`src/rtl/date_pkg.sv`:
```
// rtl/date_pkg.sv - shared types and constants for the date controller
package date_pkg;

  localparam int YEAR_W = 15;
  localparam int MD_W   = 7;

  localparam logic [YEAR_W-1:0] YEAR_MIN  = 15'd2000;
  localparam logic [YEAR_W-1:0] YEAR_MAX  = 15'd2099;
  localparam logic [MD_W-1:0]   MONTH_MIN = 7'd1;
  localparam logic [MD_W-1:0]   MONTH_MAX = 7'd12;
  localparam logic [MD_W-1:0]   DAY_MIN   = 7'd1;

  typedef enum logic [2:0] {
    ST_RUN,
    ST_SET_YEAR,
    ST_SET_MONTH,
    ST_SET_DAY,
    ST_COMMIT
  } state_e;

  typedef enum logic [1:0] {
    FIELD_NONE  = 2'd0,
    FIELD_YEAR  = 2'd1,
    FIELD_MONTH = 2'd2,
    FIELD_DAY   = 2'd3
  } field_e;

  // Divisible-by-4 is the whole leap rule inside 2000..2099.
  function automatic logic is_leap(input logic [YEAR_W-1:0] year);
    return (year[1:0] == 2'b00);
  endfunction

endpackage

```
`src/rtl/month_len.sv`:
```
// rtl/month_len.sv - days in a month for a given year
module month_len
  import date_pkg::*;
(
  input  logic [MD_W-1:0]   month_i,
  input  logic [YEAR_W-1:0] year_i,
  output logic [MD_W-1:0]   len_o
);

  // Table lookup; an out-of-range month reports 31 so nothing downstream clamps on garbage.
  always_comb begin
    len_o = 7'd31;
    case (month_i)
      7'd4, 7'd6, 7'd9, 7'd11: len_o = 7'd30;
      7'd2:                    len_o = is_leap(year_i) ? 7'd29 : 7'd28;
      default:                 len_o = 7'd31;
    endcase
  end

endmodule

```
`src/rtl/date_ctrl.sv`:
```
// rtl/date_ctrl.sv - day-advance strobe and user date-setting sequencer
module date_ctrl
  import date_pkg::*;
#(
  parameter int TIMEOUT    = 1000,
  parameter int BLINK_HALF = 250
) (
  input  logic              clk,
  input  logic              rst,
  input  logic              midnight,
  input  logic              btn_mode,
  input  logic              btn_up,
  input  logic              btn_down,
  input  logic [YEAR_W-1:0] cur_year,
  input  logic [MD_W-1:0]   cur_month,
  input  logic [MD_W-1:0]   cur_day,
  output logic              day_tick,
  output logic              load,
  output logic [YEAR_W-1:0] load_year,
  output logic [MD_W-1:0]   load_month,
  output logic [MD_W-1:0]   load_day,
  output logic              editing,
  output logic [1:0]        edit_field,
  output logic              blink
);

  localparam int IDLE_W  = (TIMEOUT > 1) ? $clog2(TIMEOUT) : 1;
  localparam int BLINK_W = (BLINK_HALF > 1) ? $clog2(BLINK_HALF) : 1;
  localparam logic [IDLE_W-1:0]  IDLE_LAST  = IDLE_W'(TIMEOUT - 1);
  localparam logic [BLINK_W-1:0] BLINK_LAST = BLINK_W'(BLINK_HALF - 1);

  state_e              state_q, state_d;
  logic [YEAR_W-1:0]   yr_q, yr_d, yr_n;
  logic [MD_W-1:0]     mo_q, mo_d, mo_n;
  logic [MD_W-1:0]     dy_q, dy_d;
  logic [MD_W-1:0]     len;
  logic [IDLE_W-1:0]   idle_q, idle_d;
  logic [BLINK_W-1:0]  bcnt_q, bcnt_d;
  logic                blink_q, blink_d;
  logic                tick_q, tick_d;

  logic in_edit, any_btn, step, start, timeout, year_ok;

  assign in_edit = (state_q == ST_SET_YEAR) || (state_q == ST_SET_MONTH) ||
                   (state_q == ST_SET_DAY);
  assign any_btn = btn_mode | btn_up | btn_down;
  assign step    = btn_up ^ btn_down;
  assign start   = (state_q == ST_RUN) && btn_mode && !midnight;
  assign timeout = in_edit && !any_btn && (idle_q == IDLE_LAST);
  assign year_ok = (cur_year >= YEAR_MIN) && (cur_year <= YEAR_MAX);

  // Length is taken on the post-edit year/month so a clamp lands in the same update.
  month_len u_month_len (
    .month_i (mo_n),
    .year_i  (yr_n),
    .len_o   (len)
  );

  // Next state: mode walks the fields, idle timeout abandons without committing.
  always_comb begin
    state_d = state_q;
    case (state_q)
      ST_RUN:       if (start) state_d = ST_SET_YEAR;
      ST_SET_YEAR:  if (timeout) state_d = ST_RUN; else if (btn_mode) state_d = ST_SET_MONTH;
      ST_SET_MONTH: if (timeout) state_d = ST_RUN; else if (btn_mode) state_d = ST_SET_DAY;
      ST_SET_DAY:   if (timeout) state_d = ST_RUN; else if (btn_mode) state_d = ST_COMMIT;
      ST_COMMIT:    state_d = ST_RUN;
      default:      state_d = ST_RUN;
    endcase
  end

  // Year/month up/down with wrap on the selected field.
  always_comb begin
    yr_n = yr_q;
    mo_n = mo_q;
    if (state_q == ST_SET_YEAR && step) begin
      if (btn_up) yr_n = (yr_q == YEAR_MAX) ? YEAR_MIN : yr_q + 15'd1;
      else        yr_n = (yr_q == YEAR_MIN) ? YEAR_MAX : yr_q - 15'd1;
    end
    if (state_q == ST_SET_MONTH && step) begin
      if (btn_up) mo_n = (mo_q == MONTH_MAX) ? MONTH_MIN : mo_q + 7'd1;
      else        mo_n = (mo_q == MONTH_MIN) ? MONTH_MAX : mo_q - 7'd1;
    end
  end

  // Shadow next values: capture on entry, day wrap, or day clamp after a year/month change.
  always_comb begin
    yr_d = yr_n;
    mo_d = mo_n;
    dy_d = dy_q;
    if (start) begin
      yr_d = year_ok ? cur_year : YEAR_MIN;
      mo_d = cur_month;
      dy_d = cur_day;
    end else if (state_q == ST_SET_DAY && step) begin
      if (btn_up) dy_d = (dy_q >= len) ? DAY_MIN : dy_q + 7'd1;
      else        dy_d = (dy_q <= DAY_MIN) ? len : dy_q - 7'd1;
    end else if ((state_q == ST_SET_YEAR || state_q == ST_SET_MONTH) && step &&
                 (dy_q > len)) begin
      dy_d = len;
    end
  end

  // Idle and blink timing; both sit at zero outside the edit states.
  always_comb begin
    idle_d  = '0;
    bcnt_d  = '0;
    blink_d = 1'b0;
    tick_d  = (state_q == ST_RUN) && midnight;
    if (in_edit) begin
      idle_d = any_btn ? '0 : idle_q + IDLE_W'(1);
      if (btn_up || btn_down) begin
        blink_d = 1'b1;
      end else if (bcnt_q == BLINK_LAST) begin
        blink_d = ~blink_q;
      end else begin
        bcnt_d  = bcnt_q + BLINK_W'(1);
        blink_d = blink_q;
      end
    end
  end

  // FSM state register.
  always_ff @(posedge clk or negedge rst) begin
    if (!rst) state_q <= ST_RUN;
    else      state_q <= state_d;
  end

  // Shadow date, counters and the day strobe.
  always_ff @(posedge clk or negedge rst) begin
    if (!rst) begin
      yr_q    <= YEAR_MIN;
      mo_q    <= MONTH_MIN;
      dy_q    <= DAY_MIN;
      idle_q  <= '0;
      bcnt_q  <= '0;
      blink_q <= 1'b0;
      tick_q  <= 1'b0;
    end else begin
      yr_q    <= yr_d;
      mo_q    <= mo_d;
      dy_q    <= dy_d;
      idle_q  <= idle_d;
      bcnt_q  <= bcnt_d;
      blink_q <= blink_d;
      tick_q  <= tick_d;
    end
  end

  // Output decode from the current state.
  always_comb begin
    edit_field = FIELD_NONE;
    case (state_q)
      ST_SET_YEAR:  edit_field = FIELD_YEAR;
      ST_SET_MONTH: edit_field = FIELD_MONTH;
      ST_SET_DAY:   edit_field = FIELD_DAY;
      default:      edit_field = FIELD_NONE;
    endcase
  end

  assign day_tick   = tick_q;
  assign load       = (state_q == ST_COMMIT);
  assign load_year  = yr_q;
  assign load_month = mo_q;
  assign load_day   = dy_q;
  assign editing    = in_edit;
  assign blink      = blink_q & in_edit;

endmodule

```
`config.mk`:
```
export PLATFORM = sky130hd
export DESIGN_NAME = date_ctrl
export DESIGN_NICKNAME = d
export VERILOG_FILES = /design/src/rtl/date_pkg.sv /design/src/rtl/month_len.sv /design/src/rtl/date_ctrl.sv
export SDC_FILE = /design/constraint.sdc
export NUM_CORES = 1
export LEC_CHECK = 0
export ABC_AREA = 1
export ABC_CLOCK_PERIOD_IN_PS = 2650
export BUFFER_PORTS_ARGS = -buffer_cell sky130_fd_sc_hd__buf_2
export CAP_MARGIN = 0
export CELL_PAD_IN_SITES_DETAIL_PLACEMENT = 1
export CELL_PAD_IN_SITES_GLOBAL_PLACEMENT = 1
export CORE_MARGIN = 2
export CORE_UTILIZATION = 38
export CTS_BUF_LIST = sky130_fd_sc_hd__clkbuf_4
export CTS_CLUSTER_SIZE = 25
export DETAILED_ROUTE_END_ITERATION = 8
export PLACE_DENSITY_LB_ADDON = 0.1
export SLEW_MARGIN = 10
export SYNTH_ARGS = -nofsm -noshare
export SYNTH_HDL_FRONTEND = slang
export SYNTH_SLANG_ARGS = --single-unit
```
`constraint.sdc`:
```
create_clock -name clk -period 2.65 [get_ports clk]
set_input_delay 0.265 -clock clk [delete_from_list [all_inputs] [get_ports clk]]
set_output_delay 0.265 -clock clk [all_outputs]
set_load 0.03 [all_outputs]
```
# Yosys cells after proc, flatten, opt, wreduce, memory -nomap -nowiden
# Cells that the tools add are included.
# W data, S select, Z words.
# totals
input_bits	35
reg_bits	52
# op_classes
muxes	36
n_bitwise	5
n_addsub	8
order_cmp	5
reduce_logical	22
eq_ne	20
# ops
cell	count
$mux W15	6
$mux W7	11
$mux W8	3
$eq A7 B4 Y1 const B	3
$mux W3	7
$mux W10	2
$add A15 B1 Y15 const B	1
$eq A15 B11 Y1 const B	1
$eq A15 B12 Y1 const B	1
$ge A15 B11 Y1 const B	1
$le A15 B12 Y1 const B	1
$sub A15 B1 Y15 const B	1
$add A7 B1 Y7 const B	2
$eq A7 B3 Y1 const B	2
$pmux W7 S2	1
$sub A7 B1 Y7 const B	2
$pmux W3 S4	1
$logic_and A1 B1 Y1	11
$add A10 B1 Y10 const B	1
$eq A10 B10 Y1 const B	1
$ne A3 B3 Y1 const B	3
$add A8 B1 Y8 const B	1
$eq A8 B8 Y1 const B	1
$eq A7 B1 Y1 const B	1
other kinds (23)	31

# Depth between registers and ports, before layout
# depth
ltp_word	12
depth_mapped	28
ltp_nobuf	26

# Hierarchy
# A second synthesis with hierarchy kept.
# unflattened
hier_cells	757
area_unflattened_um2	4783.3
# modules_own_cells
module	instances	seq_area_each_um2	area_each_um2	cells_each
date_ctrl	1	1311.3	4654.5	731
month_len	1	0.0	128.9	26

# Worst setup path after synthesis
# No wires, ideal clock.
# synth_timing
path_kind	in2reg
from	in btn_up
to	reg dy_q[0] (netlist: load_day[0])
required_time_ns	2.577
path_slack_ns	-0.385
path_buffers	3
t_arrival_ns	2.962
setup_time_ns	0.073
stages	24
path_cell_list	buf_2 -> inv_2 -> buf_6 -> buf_6 -> ha_1 -> nand3_4 -> inv_2 -> nand3_1 -> nand2_1 -> nand2_2 -> nor2_4 -> nand3_1 -> nand2_1 -> inv_1 -> ha_1 -> o21bai_1 -> a21oi_1 -> nand3_1 -> inv_2 -> a21oi_1 -> nand2_1 -> o21ai_0 -> nand3_1 -> a21oi_1
# synth_between
elab_chain_cells	11
elab_cells_between_ends	28
classes_between	order compare (2); eq/ne (5); mux (12); bitwise (1); reduce/logical (8)
# synth_lines
item	line_no	text
start: declaration	date_ctrl.sv:12	input logic btn_up,
$xor A1 B1 Y1	date_ctrl.sv:47	assign step = btn_up ^ btn_down;
$logic_and A1 B1 Y1, on equally long branches	date_ctrl.sv:80, date_ctrl.sv:76	
$mux W7 / $mux W15 (equally long branches)	date_ctrl.sv:80, date_ctrl.sv:76	
$eq A7 B3 Y1 (tied with other cells)	month_len.sv:13	case (month_i)
$reduce_or A4 Y1 / $mux W1 (equally long branches)	month_len.sv:13, month_len.sv:15	
$pmux W7 S2	month_len.sv:13	
$ge A7 B7 Y1	date_ctrl.sv:96	if (btn_up) dy_d = (dy_q >= len) ? DAY_MIN : dy_q + 7'd1;
$mux W7 (2 in series)	date_ctrl.sv:96	
$mux W7	date_ctrl.sv:95	end else if (state_q == ST_SET_DAY && step) begin
$mux W7	date_ctrl.sv:91	if (start) begin
end signal: assignment	date_ctrl.sv:142	dy_q <= dy_d;
end: declaration	date_ctrl.sv:35	logic [MD_W-1:0] dy_q, dy_d;
# Parallel ways exist; a longest one is shown, timed or not. The select of a mux whose other input is x is not followed.
# A chain may end at the register's enable or synchronous reset.

# Final worst setup path
# layout_timing
from	reg mo_q[0] (netlist: load_month[0])
to	reg dy_q[0] (netlist: load_day[0])
# layout_between
elab_chain_cells	12
elab_cells_between_ends	25
classes_between	add/sub (2); order compare (2); eq/ne (7); mux (11); reduce/logical (3)
# layout_lines
item	line_no	text
start: declaration	date_ctrl.sv:34	logic [MD_W-1:0] mo_q, mo_d, mo_n;
start signal: assignment	date_ctrl.sv:141	mo_q <= mo_d;
$sub A7 B1 Y7 (tied with other cells)	date_ctrl.sv:82	else mo_n = (mo_q == MONTH_MIN) ? MONTH_MAX : mo_q - 7'd1;
$mux W7, on equally long branches	date_ctrl.sv:82, date_ctrl.sv:81	
$mux W7	date_ctrl.sv:81	if (btn_up) mo_n = (mo_q == MONTH_MAX) ? MONTH_MIN : mo_q + 7'd1;
$mux W7 (*)	date_ctrl.sv:80	if (state_q == ST_SET_MONTH && step) begin
$eq A7 B3 Y1 / $eq A7 B4 Y1 (equally long branches)	month_len.sv:13	
$reduce_or A4 Y1	month_len.sv:13	
$pmux W7 S2 (*)	month_len.sv:13	
$ge A7 B7 Y1	date_ctrl.sv:96	
$mux W7 (2 in series)	date_ctrl.sv:96	
$mux W7	date_ctrl.sv:95	
$mux W7	date_ctrl.sv:91	
# Mark *: on every way between the ends. The rest lies on a longest branch, timed or not. The select of a mux whose other input is x is not followed.

==> metrics.txt <==
status finished, violations left; failing checks negative setup slack; H-tree levels 2; FF+latch count, synth between 50 and 60; r2r endpoint load_day[0]$_DFFE_PN1P_; post-route total power about 6500 uW; final setup margin -0.466 ns; layout cell share with drive strength beyond 1 0.368; Synth Flop Type dfrtp_1; critical setup path kind flop to flop; top-area cell type share of the netlist area 0.258; Yosys top cell by area dfrtp_1; post-layout instance area 5830 um2; Root Driver clkbuf_4; count of pins over their slew limit 0; via/cell ratio 5.26; Total GRT Usage 0.257; CP endpoint kind flop; wire length on met1 approximately 6700 um; layout net count between 800 and 900; syn nets 671; CTS tree built; peak supply drop between 0.7 and 0.8 mV; pin count of the biggest net entering global routing 29; placed insts 894; Area growth, synth to finish 36.4%; Ys Warns 0; Tcrit/Tclk final 1.18; leakage about 0.0029 uW; Fmax roughly 320 MHz; Compound-Gate Fraction of Synth Area 0.134; skew final 0.0138 ns; crit path time final ~3.1 ns; routed len/inst 16.8 um; post-synthesis instance total approximately 620; number of port buffers between 60 and 70; die area ~12,000 um2; Critical Path Fanout Max 5; critical path endpoint load_day[0]$_DFFE_PN1P_; Cell Rows 38; final hold violations 0; register area share after synthesis 0.307; WL met2 around 8000 um; Placeable Area roughly 11,000 um2; WL met3 between 500 and 600 um; Mapped Area 4270 um2; Post-DP HPWL about 11,000 um; synthesized area per cell 6.88 um2; DR DRC count 0; r2r worst-path depth 22; Post-synth ARST share 1.00; Max Buffers Root-to-Sink 2; main combinational cell family by area after synthesis simple AND/OR/NAND/NOR gates; synth top area cells dfrtp_1 26%, nand2_1 13%, nand3_1 6.9%; Placed Area around 5400 um2; HP Class primary input to flop; P per Cell Area 1120 nW/um2; Worst-Margin Slew approximately 0.68 ns; post-synthesis xor/xnor area fraction 0.0451; die height ~110 um; R2R setup slack -0.47 ns; final setup fails 7; multiplexer share of the synthesized area 0; grt ovf 0; io pins 70; Post-synth EDFFs 0; Clk Latency, worst-skew pair 0.42 ns; initial antenna violation count 0; Crit. Startpoint load_month[0]$_DFF_PN1_; element type at the critical path start flop; max_slew headroom 0.549; Antenna Diode Count 0; number of global-route vias before repair between 5,000 and 6,000; First-pass DRT Iterations 4; routed via count 4,858; Post-Synth Simple-Gate Area 0.368; reg2reg start load_month[0]$_DFF_PN1_; Post-DRT Antenna Nets 0; Critical Path RT 3.02 ns; first-pass GRT wire length approximately 24,000 um; GP Congestion approximately 0.9; clock-pin slew on the worst setup and hold paths 0.18 ns; drt initial violations around 150; wirelength, routed 15,500 um; RSZ-0062 raised after global routing yes; Initial Util 0.392; Synth cell types between 40 and 50; Clock Sinks 52; CTS buffer count 5; CP arrival between 3 and 4 ns; post-route core utilization 0.535; post-synthesis adder-cell area fraction 0.0439; max-cap viol count 0; Die W 110 um; Finished Layout Cells 923; highest metal used met4
## final cells by class
type | instances | area (um2)
clock buffers | 5 | 37.5
clock inverters | 3 | 21.3
inverters | 93 | 358
multi-input cells | 464 | 2810
repair buffers | 166 | 1110
fillers | 1455 | 5060
flip-flops and latches | 52 | 1320
well taps | 140 | 175
## per-layer routing
metal  GRT usage  vias to the layer above
li1            -                     2357
met1       0.320                     2387
met2       0.469                       93
met3      0.0364                       21
met4      0.0570                        0
met5           0                        -
## worst max-delay path, stage by stage (launching register included)
cell and delay, ns:
dfstp_4 0.72, ha_4 0.15, nand3_4 0.08, nor2_4 0.16
nor2_4 0.06, nand3_1 0.07, nand2_1 0.06, nand2_1 0.09
nand2_2 0.08, nor2_4 0.18, nand3_2 0.12, nand2_2 0.10
inv_2 0.05, ha_4 0.16, o21bai_4 0.14, a21oi_2 0.08
nand3_2 0.13, inv_2 0.07, a21oi_2 0.14, nand2_1 0.07
o21ai_1 0.10, nand3_1 0.11, a21oi_2 0.14
## worst min path at each step
stage,start,end,depth (start not counted)
3_5_place_dp,rst,bcnt_q[2]$_DFF_PN0_,1
4_1_cts,cur_month[1],load_month[1]$_DFF_PN0_,3
3_3_place_gp,rst,bcnt_q[2]$_DFF_PN0_,1
2_1_floorplan,rst,bcnt_q[0]$_DFF_PN0_,0
5_1_grt,cur_month[1],load_month[1]$_DFF_PN0_,3
6_report,cur_month[1],load_month[1]$_DFF_PN0_,3
## power by group
group          leakage [uW]  internal (uW)  switching, uW
sequential         0.000658           1090            302
clock             0.0000316            106            315
combinational       0.00217           1870           2820
## cell usage in the layout, fill, tap and decap left out, types with 4 or more instances in the layout
master / netlist / layout
nand2_1: 146 / 131
buf_4: 3 / 90
inv_1: 76 / 70
buf_2: 6 / 69
nor2_1: 55 / 51
nand3_1: 59 / 47
dfrtp_1: 44 / 43
o21ai_0: 37 / 32
nand2_2: 7 / 20
a21oi_1: 25 / 20
inv_2: 15 / 18
xor2_1: 18 / 18
nor3_1: 17 / 17
o21ai_1: 12 / 16
nor2_4: 7 / 13
nand3_2: 2 / 12
nor2_2: 13 / 11
nand4_1: 10 / 10
ha_1: 15 / 9
dfstp_2: 8 / 7
ha_4: 0 / 6
a21oi_2: 0 / 5
o221ai_1: 5 / 5
o211ai_1: 5 / 5
clkbuf_4: 0 / 5
buf_6: 3 / 5
nand3_4: 2 / 4
xnor2_1: 4 / 4
## through the flow
step	hold slack [ns]	TNS [ns]	setup slack, ns
6_report	0.0260	-3.00	-0.466
5_1_grt	0.00245	-4.20	-0.656
4_1_cts	0.00819	-2.67	-0.430
3_5_place_dp	0.342	-2.68	-0.468
3_3_place_gp	0.334	-1.69	-0.284
2_1_floorplan	-0.0306	-0.662	-0.158
## sequential cells by signal (all words and copies together) (netlist names)
name        count
load_day        7
day_tick        1
idle_q         10
bcnt_q          8
blink_q         1
load_year      15
state_q         3
load_month      7
## cell families after synthesis
group           count (synthesis)
compound gates                 98
flops                          52
fa+ha+maj                      15
xor+xnor                       22
buf+inv                       105
simple gates                  329
## cell usage after synthesis, types with 2 or more instances
| library cell | n |
|---|---|
| o21ai_1 | 12 |
| nor3b_1 | 3 |
| nor2_2 | 13 |
| nand4_1 | 10 |
| o21ai_0 | 37 |
| buf_4 | 3 |
| buf_2 | 6 |
| xnor2_1 | 4 |
| buf_6 | 3 |
| ha_1 | 15 |
| nand2_1 | 146 |
| nand4_2 | 2 |
| nand3_2 | 2 |
| nand3_1 | 59 |
| nor3_1 | 17 |
| dfrtp_1 | 44 |
| inv_2 | 15 |
| a31oi_1 | 2 |
| a21oi_1 | 25 |
| nor2_4 | 7 |
| nor2_1 | 55 |
| dfstp_2 | 8 |
| nor3_4 | 2 |
| inv_1 | 76 |
| o22ai_1 | 3 |
| o2111ai_1 | 3 |
| nand2_2 | 7 |
| nand3_4 | 2 |
| xor2_1 | 18 |
| o211ai_1 | 5 |
| o221ai_1 | 5 |
## repair_timing
action,in CTS,in global routing
gates resized for setup,30,24
buffers inserted,15,5
pin swaps,29,24
hold endpoints to repair,24,0
endpoints found under the setup margin,7,7
hold buffers,1,0
Note: power is estimated with default switching activity, not from simulation.
